`config.mk`:
```
export PLATFORM = sky130hd
export DESIGN_NAME = operand_fetch_unit
export DESIGN_NICKNAME = d
export VERILOG_FILES = /design/src/rtl/operand_fetch_unit.sv
export SDC_FILE = /design/constraint.sdc
export NUM_CORES = 1
export LEC_CHECK = 0
export CAP_MARGIN = 0
export CORE_MARGIN = 2
export CORE_UTILIZATION = 40
export CTS_CLUSTER_DIAMETER = 60
export DETAILED_ROUTE_END_ITERATION = 6
export PLACE_DENSITY = 0.89
export SLEW_MARGIN = 20
export SYNTH_ARGS = -nofsm -noshare
export SYNTH_HDL_FRONTEND = slang
export SYNTH_SLANG_ARGS = --single-unit
```
`constraint.sdc`:
```
create_clock -name CLK -period 8.1 [get_ports CLK]
set_clock_uncertainty 0.2 [all_clocks]
set_input_delay 1.62 -clock CLK [delete_from_list [all_inputs] [get_ports CLK]]
set_output_delay 1.62 -clock CLK [all_outputs]
set_load 0.02 [all_outputs]
```
`src/rtl/operand_fetch_unit.sv`:
```
// Operand fetch unit: decode-side consumer of the 2R/1W register file.
// It drives the register file read addresses from the IF/ID fields and
// forwards EX/MEM/WB results into the operands. A load-use hazard inserts one
// bubble. The unit also owns the ID/EX pipeline register and its
// valid/ready handshake with execute.
//
// Ports:
//   CLK, RST                       clock, asynchronous active-high reset
//   id_valid / id_ready            IF/ID handshake
//   id_rs1, id_rs2, id_rd          source/destination register numbers
//   id_reg_write, id_is_load       decoded control bits
//   rf_a1, rf_a2 / rf_rd1, rf_rd2  register file read addresses / data
//   ex_result                      ALU result of the instruction in EX
//   mem_rd, mem_reg_write, mem_result
//                                  MEM-stage forwarding source
//   wb_rd, wb_reg_write, wb_data   WB-stage forwarding source
//   ex_ready, flush                execute back-pressure, pipeline flush
//   ex_valid, ex_rd, ex_reg_write, ex_is_load, ex_op1, ex_op2
//                                  ID/EX register outputs
//   stall_count                    saturating count of load-use bubbles
module operand_fetch_unit #(
  parameter int unsigned XLEN = 32,
  parameter int unsigned AW   = 5
) (
  input  logic            CLK,
  input  logic            RST,
  input  logic            id_valid,
  output logic            id_ready,
  input  logic [AW-1:0]   id_rs1,
  input  logic [AW-1:0]   id_rs2,
  input  logic [AW-1:0]   id_rd,
  input  logic            id_reg_write,
  input  logic            id_is_load,
  output logic [AW-1:0]   rf_a1,
  output logic [AW-1:0]   rf_a2,
  input  logic [XLEN-1:0] rf_rd1,
  input  logic [XLEN-1:0] rf_rd2,
  input  logic [XLEN-1:0] ex_result,
  input  logic [AW-1:0]   mem_rd,
  input  logic            mem_reg_write,
  input  logic [XLEN-1:0] mem_result,
  input  logic [AW-1:0]   wb_rd,
  input  logic            wb_reg_write,
  input  logic [XLEN-1:0] wb_data,
  input  logic            ex_ready,
  input  logic            flush,
  output logic            ex_valid,
  output logic [AW-1:0]   ex_rd,
  output logic            ex_reg_write,
  output logic            ex_is_load,
  output logic [XLEN-1:0] ex_op1,
  output logic [XLEN-1:0] ex_op2,
  output logic [31:0]     stall_count
);

  typedef enum logic [0:0] {StRun, StHold} state_e;

  state_e          state_q, state_d;
  logic            ex_valid_q, ex_valid_d;
  logic [AW-1:0]   ex_rd_q, ex_rd_d;
  logic            ex_reg_write_q, ex_reg_write_d;
  logic            ex_is_load_q, ex_is_load_d;
  logic [XLEN-1:0] ex_op1_q, ex_op1_d;
  logic [XLEN-1:0] ex_op2_q, ex_op2_d;
  logic [31:0]     stall_count_q, stall_count_d;

  logic            freeze;
  logic            hazard;
  logic [XLEN-1:0] fwd1, fwd2;

  assign rf_a1 = id_rs1;
  assign rf_a2 = id_rs2;

  // A load in EX cannot forward its data yet, so a dependent instruction waits.
  assign hazard = ex_valid_q && ex_is_load_q && ex_reg_write_q && (ex_rd_q != '0) &&
                  ((ex_rd_q == id_rs1) || (ex_rd_q == id_rs2)) && id_valid;

  function automatic logic [XLEN-1:0] fwd_sel(input logic [AW-1:0]   rs,
                                              input logic [XLEN-1:0] rf_val);
    if (rs == '0) begin
      return '0;
    end else if (ex_valid_q && ex_reg_write_q && !ex_is_load_q && (ex_rd_q == rs)) begin
      return ex_result;
    end else if (mem_reg_write && (mem_rd == rs)) begin
      return mem_result;
    end else if (wb_reg_write && (wb_rd == rs)) begin
      return wb_data;
    end else begin
      return rf_val;
    end
  endfunction

  assign fwd1 = fwd_sel(id_rs1, rf_rd1);
  assign fwd2 = fwd_sel(id_rs2, rf_rd2);

  // HOLD tracks an occupied EX slot that execute has not taken yet.
  always_comb begin
    state_d = state_q;
    freeze  = 1'b0;
    unique case (state_q)
      StRun: begin
        freeze = ex_valid_q && !ex_ready;
        if (freeze) state_d = StHold;
      end
      StHold: begin
        freeze = !ex_ready;
        if (ex_ready) state_d = StRun;
      end
      default: state_d = StRun;
    endcase
    if (flush) state_d = StRun;
  end

  assign id_ready = !flush && !hazard && !freeze;

  always_comb begin
    ex_valid_d     = ex_valid_q;
    ex_rd_d        = ex_rd_q;
    ex_reg_write_d = ex_reg_write_q;
    ex_is_load_d   = ex_is_load_q;
    ex_op1_d       = ex_op1_q;
    ex_op2_d       = ex_op2_q;
    stall_count_d  = stall_count_q;
    if (flush) begin
      ex_valid_d = 1'b0;
    end else if (freeze) begin
      // Hold wins over a simultaneous hazard: nothing moves, nothing counted.
    end else if (hazard) begin
      ex_valid_d = 1'b0;
      if (stall_count_q != '1) stall_count_d = stall_count_q + 32'd1;
    end else if (id_valid) begin
      ex_valid_d     = 1'b1;
      ex_rd_d        = id_rd;
      ex_reg_write_d = id_reg_write;
      ex_is_load_d   = id_is_load;
      ex_op1_d       = fwd1;
      ex_op2_d       = fwd2;
    end else begin
      ex_valid_d = 1'b0;
    end
  end

  always_ff @(posedge CLK or posedge RST) begin
    if (RST) begin
      state_q        <= StRun;
      ex_valid_q     <= 1'b0;
      ex_rd_q        <= '0;
      ex_reg_write_q <= 1'b0;
      ex_is_load_q   <= 1'b0;
      ex_op1_q       <= '0;
      ex_op2_q       <= '0;
      stall_count_q  <= '0;
    end else begin
      state_q        <= state_d;
      ex_valid_q     <= ex_valid_d;
      ex_rd_q        <= ex_rd_d;
      ex_reg_write_q <= ex_reg_write_d;
      ex_is_load_q   <= ex_is_load_d;
      ex_op1_q       <= ex_op1_d;
      ex_op2_q       <= ex_op2_d;
      stall_count_q  <= stall_count_d;
    end
  end

  assign ex_valid     = ex_valid_q;
  assign ex_rd        = ex_rd_q;
  assign ex_reg_write = ex_reg_write_q;
  assign ex_is_load   = ex_is_load_q;
  assign ex_op1       = ex_op1_q;
  assign ex_op2       = ex_op2_q;
  assign stall_count  = stall_count_q;

endmodule

```
---- Word level (Yosys, flattened, before mapping) ----
Index checks and enable logic that the tools add are counted.
word-level totals
  register bits ........................... 105
  logic and storage cells ................. 65
cells by class
  bitwise logic cells ..................... 4
  reduce and logical (&&, ||, !) cells .... 27
  multiplexer cells ....................... 17
  $add $sub $neg .......................... 1
  equal/unequal tests ..................... 8
operators by type and width
  kind                                           count
  two-way mux 32 bit                             8
  adder 32 x 1 -> 32 bit, second input constant  1
  inequality test 32 bit, second input constant  1
  equality test 5 bit                            6
  logical AND 1 bit                              16
  zero test 5 bit                                2
  AND reduction 4 bit                            2
  two-way mux 1 bit                              7
  zero test 1 bit                                5
  nonzero test 5 bit                             1
  inverter 1 bit                                 4
  one-hot mux 1 bit (2 select lines)             2
  inequality test 2 bit, second input constant   1
  logical OR 1 bit                               1

---- Logic depth before layout (Yosys ltp) ----
Gate-level depths: netlist of run 1.
  word-level depth ........................ 8
  depth in mapped cells ................... 9
  depth with buffers taken out ............ 7

---- Worst setup path after synthesis of run 1 ----
No wires, ideal clock.
  path type ............................... input-to-output
  from .................................... input id_rs1[3]
  to ...................................... output id_ready
  buffers on the path ..................... 0
  slack ................................... 3548 ps
  stages on the path ...................... 4
  data arrival time ....................... 2732 ps
  path through ............................ xor2_1 -> nor3_4 -> o21a_1 -> a21boi_0
between the ends
  longest elaborated chain between the ends .. 7
ends and longest elaborated chain
  item                             RTL line  source
  start: declaration               29        input logic [AW-1:0] id_rs1,
  equality test 5 bit              76        ((ex_rd_q == id_rs1) || (ex_rd_q == id_rs2)) && id_valid;
  logical OR 1 bit                 76
  logical AND 1 bit                75        assign hazard = ex_valid_q && ex_is_load_q && ex_reg_write_q && (ex_rd_q != '0) &&
  logical AND 1 bit                76
  zero test 1 bit                  114       assign id_ready = !flush && !hazard && !freeze;
  logical AND 1 bit (2 in series)  114
  end: declaration                 28        output logic id_ready,
Every way passes these cells.

---- Worst setup path in the final report of run 1 ----
  from .................................... input id_rs2[0]
  to ...................................... output id_ready
between the ends
  longest elaborated chain between the ends .. 7
ends and longest elaborated chain
  item                             RTL line  source
  start: declaration               30        input logic [AW-1:0] id_rs2,
  equality test 5 bit              76
  logical OR 1 bit                 76
  logical AND 1 bit                75
  logical AND 1 bit                76
  zero test 1 bit                  114
  logical AND 1 bit (2 in series)  114
Every way passes these cells.

==> metrics.csv, run 1 <==
stage,metric,value,unit
sta,fin crit period,5.83,ns
grt,first-pass GRT wire length,34000,µm
setup_path,Crit path top cell by count,clkdlybuf4s50_1,
setup_path,R2R depth,7,
setup_path,reg2reg start,ex_rd[0],
layout,final std cells w/o fill,1209,
layout,Final nets,1183,
yosys,Cells after Synth,723,
clock_network,clock-pin slew on the worst setup and hold paths,0.06,ns
place,Area after DPL,9630,µm²
grt,largest net degree at the start of global routing,67,
setup_path,family with the most delay on the worst path,buffers and inverters,
sta,Slew headroom,23.9,%
sta,RSZ-0062 raised after global routing,no,
drt,Post-Route WL,22900,µm
place,dpl cells,1192,
sta,worst slew pin tran,1.14,ns
setup_path,R2R Setup Slk,4.91,ns
outcome,status,"finished, final reports clean",
clock_network,Sinks on Clock Net,105,
clock_network,Post-CTS Setup Repair Bufs,0,
yosys,simple-gate share of the synthesized area,19.8,%
yosys,syn nets,918,
setup_path,Buf/Inv on CP,2,
sta,crit share post-route,72.0,%
grt,initial antenna violation count,0,
floorplan,die width,131,µm
drt,1st-iter DRT viols,491,
place,DP Worst Slack,2.28,ns
layout,Layout area overhead,53.9,%
drt,"antenna viol nets, final",0,
place,Buffers on Ports,308,
drt,Residual DRC,0,
setup_path,Startpoint Class,input pin,
setup_path,crit path cell chain,clkdlybuf4s50_1 > xnor2_1 > nand3_1 > nor3_2 > o21a_1 > a21boi_0 > clkdlybuf4s50_1,
yosys,post-synthesis compound-gate area fraction,15.2,%
place,gpl congestion,0.844,
yosys,Post-synth EDFFs,0,
yosys,register area share after synthesis,40.7,%
setup_path,CP arrival,4.01,ns
yosys,post-synthesis xor/xnor area fraction,8.28,%
setup_path,Worst Path Required,6.28,ns
yosys,"Async S/R FF share, synth",100,%
place,DP HPWL,16500,µm
layout,final instance area,9930,µm²
sta,final setup fails,0,
layout,antenna diode count,0,
grt,Overall Global Routing Usage,25.8,%
yosys,"Top FF cell, synth",dfrtp_1,
clock_network,TritonCTS Buffers,9,
run,max cap viols,0,
sta,Fmax,0.172,GHz
clock_network,CTS tree,built,
floorplan,DIE AREA,17200,µm²
drt,Vias,6671,
setup_path,Slowest cell on crit path,clkdlybuf4s50_1,
sta,final worst setup slack,2.27,ns
grt,vias in the first global route,6443,
floorplan,Rows,46,
setup_path,critical path class,in2out,
setup_path,crit path max fanout,5,
power_and_ir_drop,Pleak,3.85,nW
worst_hold_path,beginning of the worst hold path,ex_op2[14],
floorplan,initial core utilization,40.8,%
layout,share of cells above drive strength 1,4.83,%
yosys,largest family of logic cells by synthesized area,simple AND/OR/NAND/NOR gates,
setup_path,Crit path depth,7,
sta,Slew Limit Fails,0,
yosys,Mapped Area,6450,µm²
setup_path,Worst R2R End,ex_reg_write,
clock_network,post-CTS sizing,0,
clock_network,worst-skew pair later-pin latency,0.35,ns
clock_network,htree depth,3,
drt,routed len/inst,19.0,µm
power_and_ir_drop,power per cell area,156,nW/µm²
yosys,mux share of post-synthesis cell area,11.3,%
sta,final hold viol count,0,
sta,Setup TNS Final,0,ns
clock_network,clock buffer depth,2,
yosys,Unique masters post-synth,37,
floorplan,core area,15800,µm²
drt,Initial DRT Pass Iterations,6,
grt,Overflow after GRT,0,
drt,via/cell ratio,5.52,
clock_network,Root Driver,clkbuf_16,
worst_hold_path,Hold Crit Class,reg2reg,
setup_path,Worst path max stage delay,0.62,ns
yosys,Synth Area per Inst,8.92,µm²
worst_hold_path,hold depth,2,
yosys,yosys synthesis warning count,0,
floorplan,die height,131,µm
worst_hold_path,WHS Endpoint,ex_op2[14],
yosys,Seq cells post-synth,105,
setup_path,endpoint type of the worst setup path,output pin,
yosys,Synth Area in Adders,0.194,%
power_and_ir_drop,Max VDD drop,0.0000936,V
clock_network,CTS Hold Buffers Added,0,
floorplan,I/O Pins,309,
## how the worst max path moves through the flow
| stage | startpoint | end | slack [ns] |
|---|---|---|---|
| global placement | id_rs2[0] | id_ready | 2.32 |
| detailed placement | id_rs2[0] | id_ready | 2.28 |
| finish | id_rs2[0] | id_ready | 2.27 |
| CTS | id_rs1[1] | id_ready | 2.27 |
| floorplan | RST | ex_is_load | 3.52 |
| global route | id_rs2[0] | id_ready | 2.12 |
## cell usage in the layout, fill, tap and decap left out, drive strengths merged, types with 4 or more instances in the layout
cell / Yosys / layout
xnor2: 35 / 35
o21ai: 67 / 67
mux2i: 64 / 64
nand4: 13 / 13
nor4: 9 / 9
nand2: 208 / 208
nor2: 4 / 4
clkdlybuf4s50: 0 / 308
mux2: 8 / 8
and3: 9 / 9
dfrtp: 105 / 105
and4: 5 / 5
and2: 6 / 6
nor3: 4 / 4
a32oi: 64 / 64
xor2: 26 / 26
buf: 19 / 8
nand3: 16 / 16
clkbuf: 43 / 13
## synthesized netlist by cell type (all sizes together) (9+ instances only)
master / count / area, µm²
nand4: 13 / 81.3
a32oi: 64 / 561
xnor2: 35 / 307
mux2i: 64 / 641
xor2: 26 / 228
nand2: 208 / 781
nor4: 9 / 83.8
clkbuf: 43 / 161
and3: 9 / 56.3
buf: 19 / 126
dfrtp: 105 / 2630
nand3: 16 / 80.1
o21ai: 67 / 347
## power breakdown
| part | switching [mW] | internal [mW] | total [mW] | leakage (nW) |
|---|---|---|---|---|
| combinational | 0.244 | 0.259 | 0.503 | 2.35 |
| sequential | 0.0509 | 0.585 | 0.636 | 1.35 |
| clock | 0.191 | 0.224 | 0.415 | 0.139 |
| total | 0.486 | 1.07 | 1.55 | 3.85 |
## routing by layer
metal	GRT usage (%)	wire length [µm]	up-vias
met2	45.2	11600	338
met5	0	0	-
met4	9.64	504	0
met3	5.58	1800	39
met1	31.2	8960	3192
li1	-	-	3102
## state kept, by name (all words and copies together), names as in the netlist
register / flops
ex_is_load: 1
ex_op1: 32
ex_op2: 32
ex_rd: 5
ex_reg_write: 1
ex_valid: 1
stall_count: 32
state_q: 1
## area by class of cell
type                       instances  area (µm²)
timing repair buffer             316        3160
tap                              216         270
sequential                       105        2630
clock buffer                      13         260
inverter                           1        6.26
fill                            1304        5900
clock inverter                     3        15.0
multi-input combinational        555        3600
## logic make-up after synthesis
logic type	after synthesis
xor gates and xnor gates	61
muxes	72
buffers and inverters	63
DFF	105
and+or+nand+nor	282
AOI/OAI and AO/OA	139
adders and majority gates	1
## tightest hold or removal path, stage by stage (launching register included)
cell and delay, ns:
dfrtp_1 0.34, a32oi_1 0.06, nand2_1 0.06
## per-stage QoR
stage               hold WS [ns]  utilization [%]  power, mW
floorplan                  0.309                -      0.853
global placement           0.268             60.8       1.13
detailed placement         0.273             60.9       1.14
CTS                        0.291             62.6       1.56
global route               0.299             62.8       1.62
finish                     0.289             62.8       1.55
Power figures use the tool's default switching activity.
==> run 2, diff against run 1 <==
==> constraint.sdc (replaced) <==
create_clock -name CLK -period 5.59 [get_ports CLK]
set_clock_uncertainty 0.2 [all_clocks]
set_input_delay 1.118 -clock CLK [delete_from_list [all_inputs] [get_ports CLK]]
set_output_delay 1.118 -clock CLK [all_outputs]
set_load 0.02 [all_outputs]
==> metrics.csv, run 2 (synthesis results as in run 1) <==
stage,metric,value,unit
place,DP Worst Slack,0.779,ns
floorplan,core area,15800,µm²
drt,Vias,6674,
floorplan,I/O Pins,309,
layout,Layout area overhead,54.6,%
clock_network,Sinks on Clock Net,105,
sta,Setup TNS Final,0,ns
grt,vias in the first global route,6575,
layout,Final nets,1186,
power_and_ir_drop,Pleak,3.87,nW
place,gpl congestion,0.832,
drt,routed len/inst,19.0,µm
power_and_ir_drop,power per cell area,234,nW/µm²
clock_network,clock buffer depth,2,
drt,Residual DRC,0,
outcome,status,"finished, final reports clean",
setup_path,critical path class,in2out,
setup_path,R2R Setup Slk,2.48,ns
sta,Slew headroom,25.5,%
power_and_ir_drop,Max VDD drop,0.000137,V
floorplan,die height,131,µm
sta,RSZ-0062 raised after global routing,no,
worst_hold_path,Hold Crit Class,reg2reg,
clock_network,worst-skew pair later-pin latency,0.35,ns
clock_network,Post-CTS Setup Repair Bufs,0,
setup_path,reg2reg start,ex_valid,
setup_path,endpoint type of the worst setup path,output pin,
clock_network,post-CTS sizing,0,
layout,footprint of the multi-input gates,3590,µm²
sta,final setup fails,0,
sta,Slew Limit Fails,0,
grt,Overflow after GRT,0,
clock_network,clock-pin slew on the worst setup and hold paths,0.07,ns
clock_network,CTS Hold Buffers Added,0,
place,Buffers on Ports,308,
worst_hold_path,beginning of the worst hold path,ex_op1[4],
grt,initial antenna violation count,1,
sta,final hold viol count,0,
place,DP HPWL,16900,µm
grt,Overall Global Routing Usage,26.2,%
sta,Hold Worst Slack,0.290,ns
floorplan,die width,131,µm
grt,first-pass GRT wire length,34700,µm
sta,Fmax,0.207,GHz
setup_path,Startpoint Class,input pin,
clock_network,htree depth,3,
layout,share of cells above drive strength 1,5.23,%
setup_path,crit path max fanout,5,
setup_path,Worst Path Required,4.27,ns
worst_hold_path,hold depth,2,
drt,"antenna viol nets, final",0,
worst_hold_path,WHS Endpoint,ex_op1[4],
sta,worst slew pin tran,1.12,ns
run,max cap viols,0,
setup_path,CP arrival,3.51,ns
setup_path,Worst R2R End,ex_op1[22],
sta,crit share post-route,86.4,%
drt,Initial DRT Pass Iterations,5,
clock_network,Root Driver,clkbuf_16,
setup_path,R2R depth,8,
layout,most frequent cells in the layout,"308 x clkdlybuf4s50_1, 207 x nand2_1, 105 x dfrtp_1",
drt,Post-Route WL,23000,µm
floorplan,Rows,46,
sta,final worst setup slack,0.762,ns
grt,largest net degree at the start of global routing,74,
floorplan,DIE AREA,17200,µm²
layout,# fillers,1306,
layout,Reg area,2630,µm²
layout,"commonest non-fill, non-tap cell in the layout",clkdlybuf4s50_1,
clock_network,CTS tree,built,
sta,fin crit period,4.83,ns
drt,via/cell ratio,5.51,
floorplan,initial core utilization,40.8,%
drt,1st-iter DRT viols,408,
clock_network,TritonCTS Buffers,9,
## run 2: cell types whose count changed in the layout (fill, tap and decap cells not counted), sizes merged
cell	delta
bufinv	+2
diode	+1
clkinv	-2
clkbuf	-3
buf	+3
clkinvlp	+2
## run 2: stage by stage
stage	area [µm²]	utilization [%]	cells	power [mW]
floorplan	6450	-	723	1.24
global placement	9660	61.0	1196	1.64
detailed placement	9660	61.0	1196	1.66
CTS	9980	63.0	1211	2.35
global route	9980	63.0	1211	2.43
finish	9980	63.0	1212	2.33
## run 2: how the worst max path moves through the flow
stage / slack, ns / cells past startpoint / from / to
final: 0.76 / 7 / id_rs1[1] / id_ready
after global routing: 0.60 / 7 / id_rs1[1] / id_ready
after CTS: 0.76 / 7 / id_rs1[1] / id_ready
after detailed placement: 0.78 / 7 / id_rs1[1] / id_ready
after global placement: 0.81 / 7 / id_rs2[0] / id_ready
after floorplan: 1.51 / 1 / RST / ex_is_load
## run 2: report_power, final
group	leakage [nW]	internal (mW)	switching (mW)
registers	1.35	0.848	0.0731
clock network	0.151	0.402	0.278
logic	2.37	0.375	0.355
## run 2: layer usage
| metal | up-vias | part of all wire (%) | track usage, % |
|---|---|---|---|
| li1 | 3105 | - | - |
| met1 | 3194 | 40 | 32.1 |
| met2 | 335 | 50 | 45.4 |
| met3 | 40 | 8.1 | 5.58 |
| met4 | 0 | 2.0 | 9.82 |
| met5 | - | 0 | 0 |
## run 2: layout make-up
class / count / share of cell area (%)
Antenna cell: 1 / 0.0251
Clock buffer: 10 / 2.39
Clock inverter: 5 / 0.803
Inverter: 1 / 0.0627
Multi-Input combinational cell: 555 / 35.9
Sequential cell: 105 / 26.3
Tap cell: 216 / 2.71
Timing Repair Buffer: 319 / 31.7
## run 2: critical path, cell delays in order
cell	delay [ns]
clkdlybuf4s50_1	0.60
xnor2_1	0.16
nand3_1	0.21
nor3_4	0.35
o21a_1	0.38
a21boi_0	0.14
clkdlybuf4s50_1	0.55
==> run 3, diff against run 2 <==
--- a/config.mk
+++ b/config.mk
@@ -7,10 +7,10 @@
 export LEC_CHECK = 0
 export CAP_MARGIN = 0
 export CORE_MARGIN = 2
-export CORE_UTILIZATION = 40
+export CORE_UTILIZATION = 45
 export CTS_CLUSTER_DIAMETER = 60
 export DETAILED_ROUTE_END_ITERATION = 6
-export PLACE_DENSITY = 0.89
+export PLACE_DENSITY = 0.95
 export SLEW_MARGIN = 20
 export SYNTH_ARGS = -nofsm -noshare
 export SYNTH_HDL_FRONTEND = slang
==> constraint.sdc (replaced) <==
create_clock -name CLK -period 6 [get_ports CLK]
set_clock_uncertainty 0.2 [all_clocks]
set_input_delay 1.2 -clock CLK [delete_from_list [all_inputs] [get_ports CLK]]
set_output_delay 1.2 -clock CLK [all_outputs]
set_load 0.02 [all_outputs]
==> metrics.csv, run 3 (synthesis results as in run 1) <==
stage,metric,value,unit
outcome,status,"finished, final reports clean",
drt,Residual DRC,0,
place,dpl cells,1162,
setup_path,Worst Path Required,4.60,ns
grt,Overflow after GRT,0,
clock_network,clock-pin slew on the worst setup and hold paths,0.07,ns
layout,Layout area overhead,54.3,%
clock_network,Root Driver,clkbuf_16,
sta,final hold viol count,0,
clock_network,Sinks on Clock Net,105,
grt,Overall Global Routing Usage,30.6,%
grt,largest net degree at the start of global routing,77,
floorplan,die height,124,µm
setup_path,crit path cell chain,clkdlybuf4s50_1 > xor2_1 > nor3_4 > o21a_1 > a21boi_0 > clkdlybuf4s50_1,
sta,final setup fails,0,
layout,"commonest non-fill, non-tap cell in the layout",clkdlybuf4s50_1,
sta,Fmax,0.199,GHz
sta,crit share post-route,83.9,%
setup_path,endpoint type of the worst setup path,output pin,
floorplan,die width,124,µm
floorplan,initial core utilization,46.3,%
setup_path,Buf/Inv on CP,2,
layout,Final nets,1188,
floorplan,core area,13900,µm²
setup_path,Slowest cell on crit path,clkdlybuf4s50_1,
drt,"antenna viol nets, final",0,
setup_path,Startpoint Class,input pin,
power_and_ir_drop,Pleak,3.88,nW
drt,Initial DRT Pass Iterations,6,
floorplan,DIE AREA,15300,µm²
setup_path,crit path max fanout,5,
clock_network,TritonCTS Buffers,9,
sta,Setup TNS Final,0,ns
place,DP HPWL,17200,µm
clock_network,CTS Hold Buffers Added,0,
drt,routed len/inst,20.3,µm
setup_path,Crit path top cell by count,clkdlybuf4s50_1,
clock_network,worst-skew pair later-pin latency,0.35,ns
power_and_ir_drop,power per cell area,222,nW/µm²
grt,vias in the first global route,6574,
floorplan,Rows,43,
drt,Post-Route WL,23900,µm
drt,1st-iter DRT viols,636,
clock_network,Post-CTS Setup Repair Bufs,0,
setup_path,Worst path max stage delay,0.65,ns
layout,final std cells w/o fill,1180,
sta,RSZ-0062 raised after global routing,no,
worst_hold_path,Hold Crit Class,reg2reg,
drt,Vias,6958,
sta,Slew Limit Fails,0,
clock_network,CTS tree,built,
setup_path,critical path class,in2out,
sta,worst slew pin tran,1.03,ns
layout,most frequent cells in the layout,"308 x clkdlybuf4s50_1, 207 x nand2_1, 105 x dfrtp_1",
floorplan,I/O Pins,309,
clock_network,post-CTS sizing,0,
power_and_ir_drop,Design Power,2.21,mW
clock_network,clock buffer depth,2,
run,max cap viols,0,
sta,fin crit period,5.04,ns
place,gpl congestion,0.873,
grt,first-pass GRT wire length,35600,µm
place,Area after DPL,9630,µm²
setup_path,CP arrival,3.64,ns
layout,final instance area,9960,µm²
clock_network,htree depth,3,
sta,Hold Worst Slack,0.295,ns
drt,via/cell ratio,5.90,
setup_path,family with the most delay on the worst path,buffers and inverters,
sta,Slew headroom,31.1,%
place,Buffers on Ports,308,
layout,share of cells above drive strength 1,5.51,%
power_and_ir_drop,Max VDD drop,0.000122,V
grt,initial antenna violation count,1,
[run 3: cell count changes in the layout (fill, tap and decap cells not counted), sizes merged]
cell,previous run,this run
diode,1,2
clkbuf,10,9
buf,11,13
inv,1,3
[run 3: layer usage]
layer / vias up / track usage (%) / routed length (µm)
met5: - / 0 / 0
met4: 0 / 12.9 / 871
met3: 69 / 7.28 / 2520
met2: 488 / 51.0 / 11700
met1: 3285 / 38.1 / 8870
li1: 3116 / - / -
[run 3: final cells by class]
type	instances	area (µm²)
fillers	1006	3980
multi-input cells	555	3590
repair buffers	321	3180
flip-flops and latches	105	2630
clock buffers	9	225
well taps	180	225
clock inverters	7	101
inverters	1	6.26
diodes	2	5.00
[run 3: final timing paths]
check / start / end / slack, ns / cells after the start
worst min-delay path: stall_count[5] / stall_count[5] / 0.30 / 1
worst min register to register: stall_count[5] / stall_count[5] / 0.30 / 1
max in group asynchronous: RST / ex_op1[4] / 3.40 / 3
worst max-delay path: id_rs1[3] / id_ready / 0.96 / 6
worst max register to register: ex_rd[4] / ex_op1[31] / 2.84 / 8
min in group asynchronous: RST / stall_count[27] / 1.21 / 2
[run 3: report_power, final]
group          switching [mW]  internal, mW
combinational           0.339         0.350
clock                   0.290         0.370
sequential             0.0685         0.790
total                   0.697          1.51
[run 3: metrics by stage]
stage                     util (%)  setup slack, ns
after floorplan                  -             1.84
after global placement        69.1             1.09
after detailed placement      69.1            0.982
after CTS                     71.4            0.948
after global routing          71.4            0.855
final                         71.5            0.965
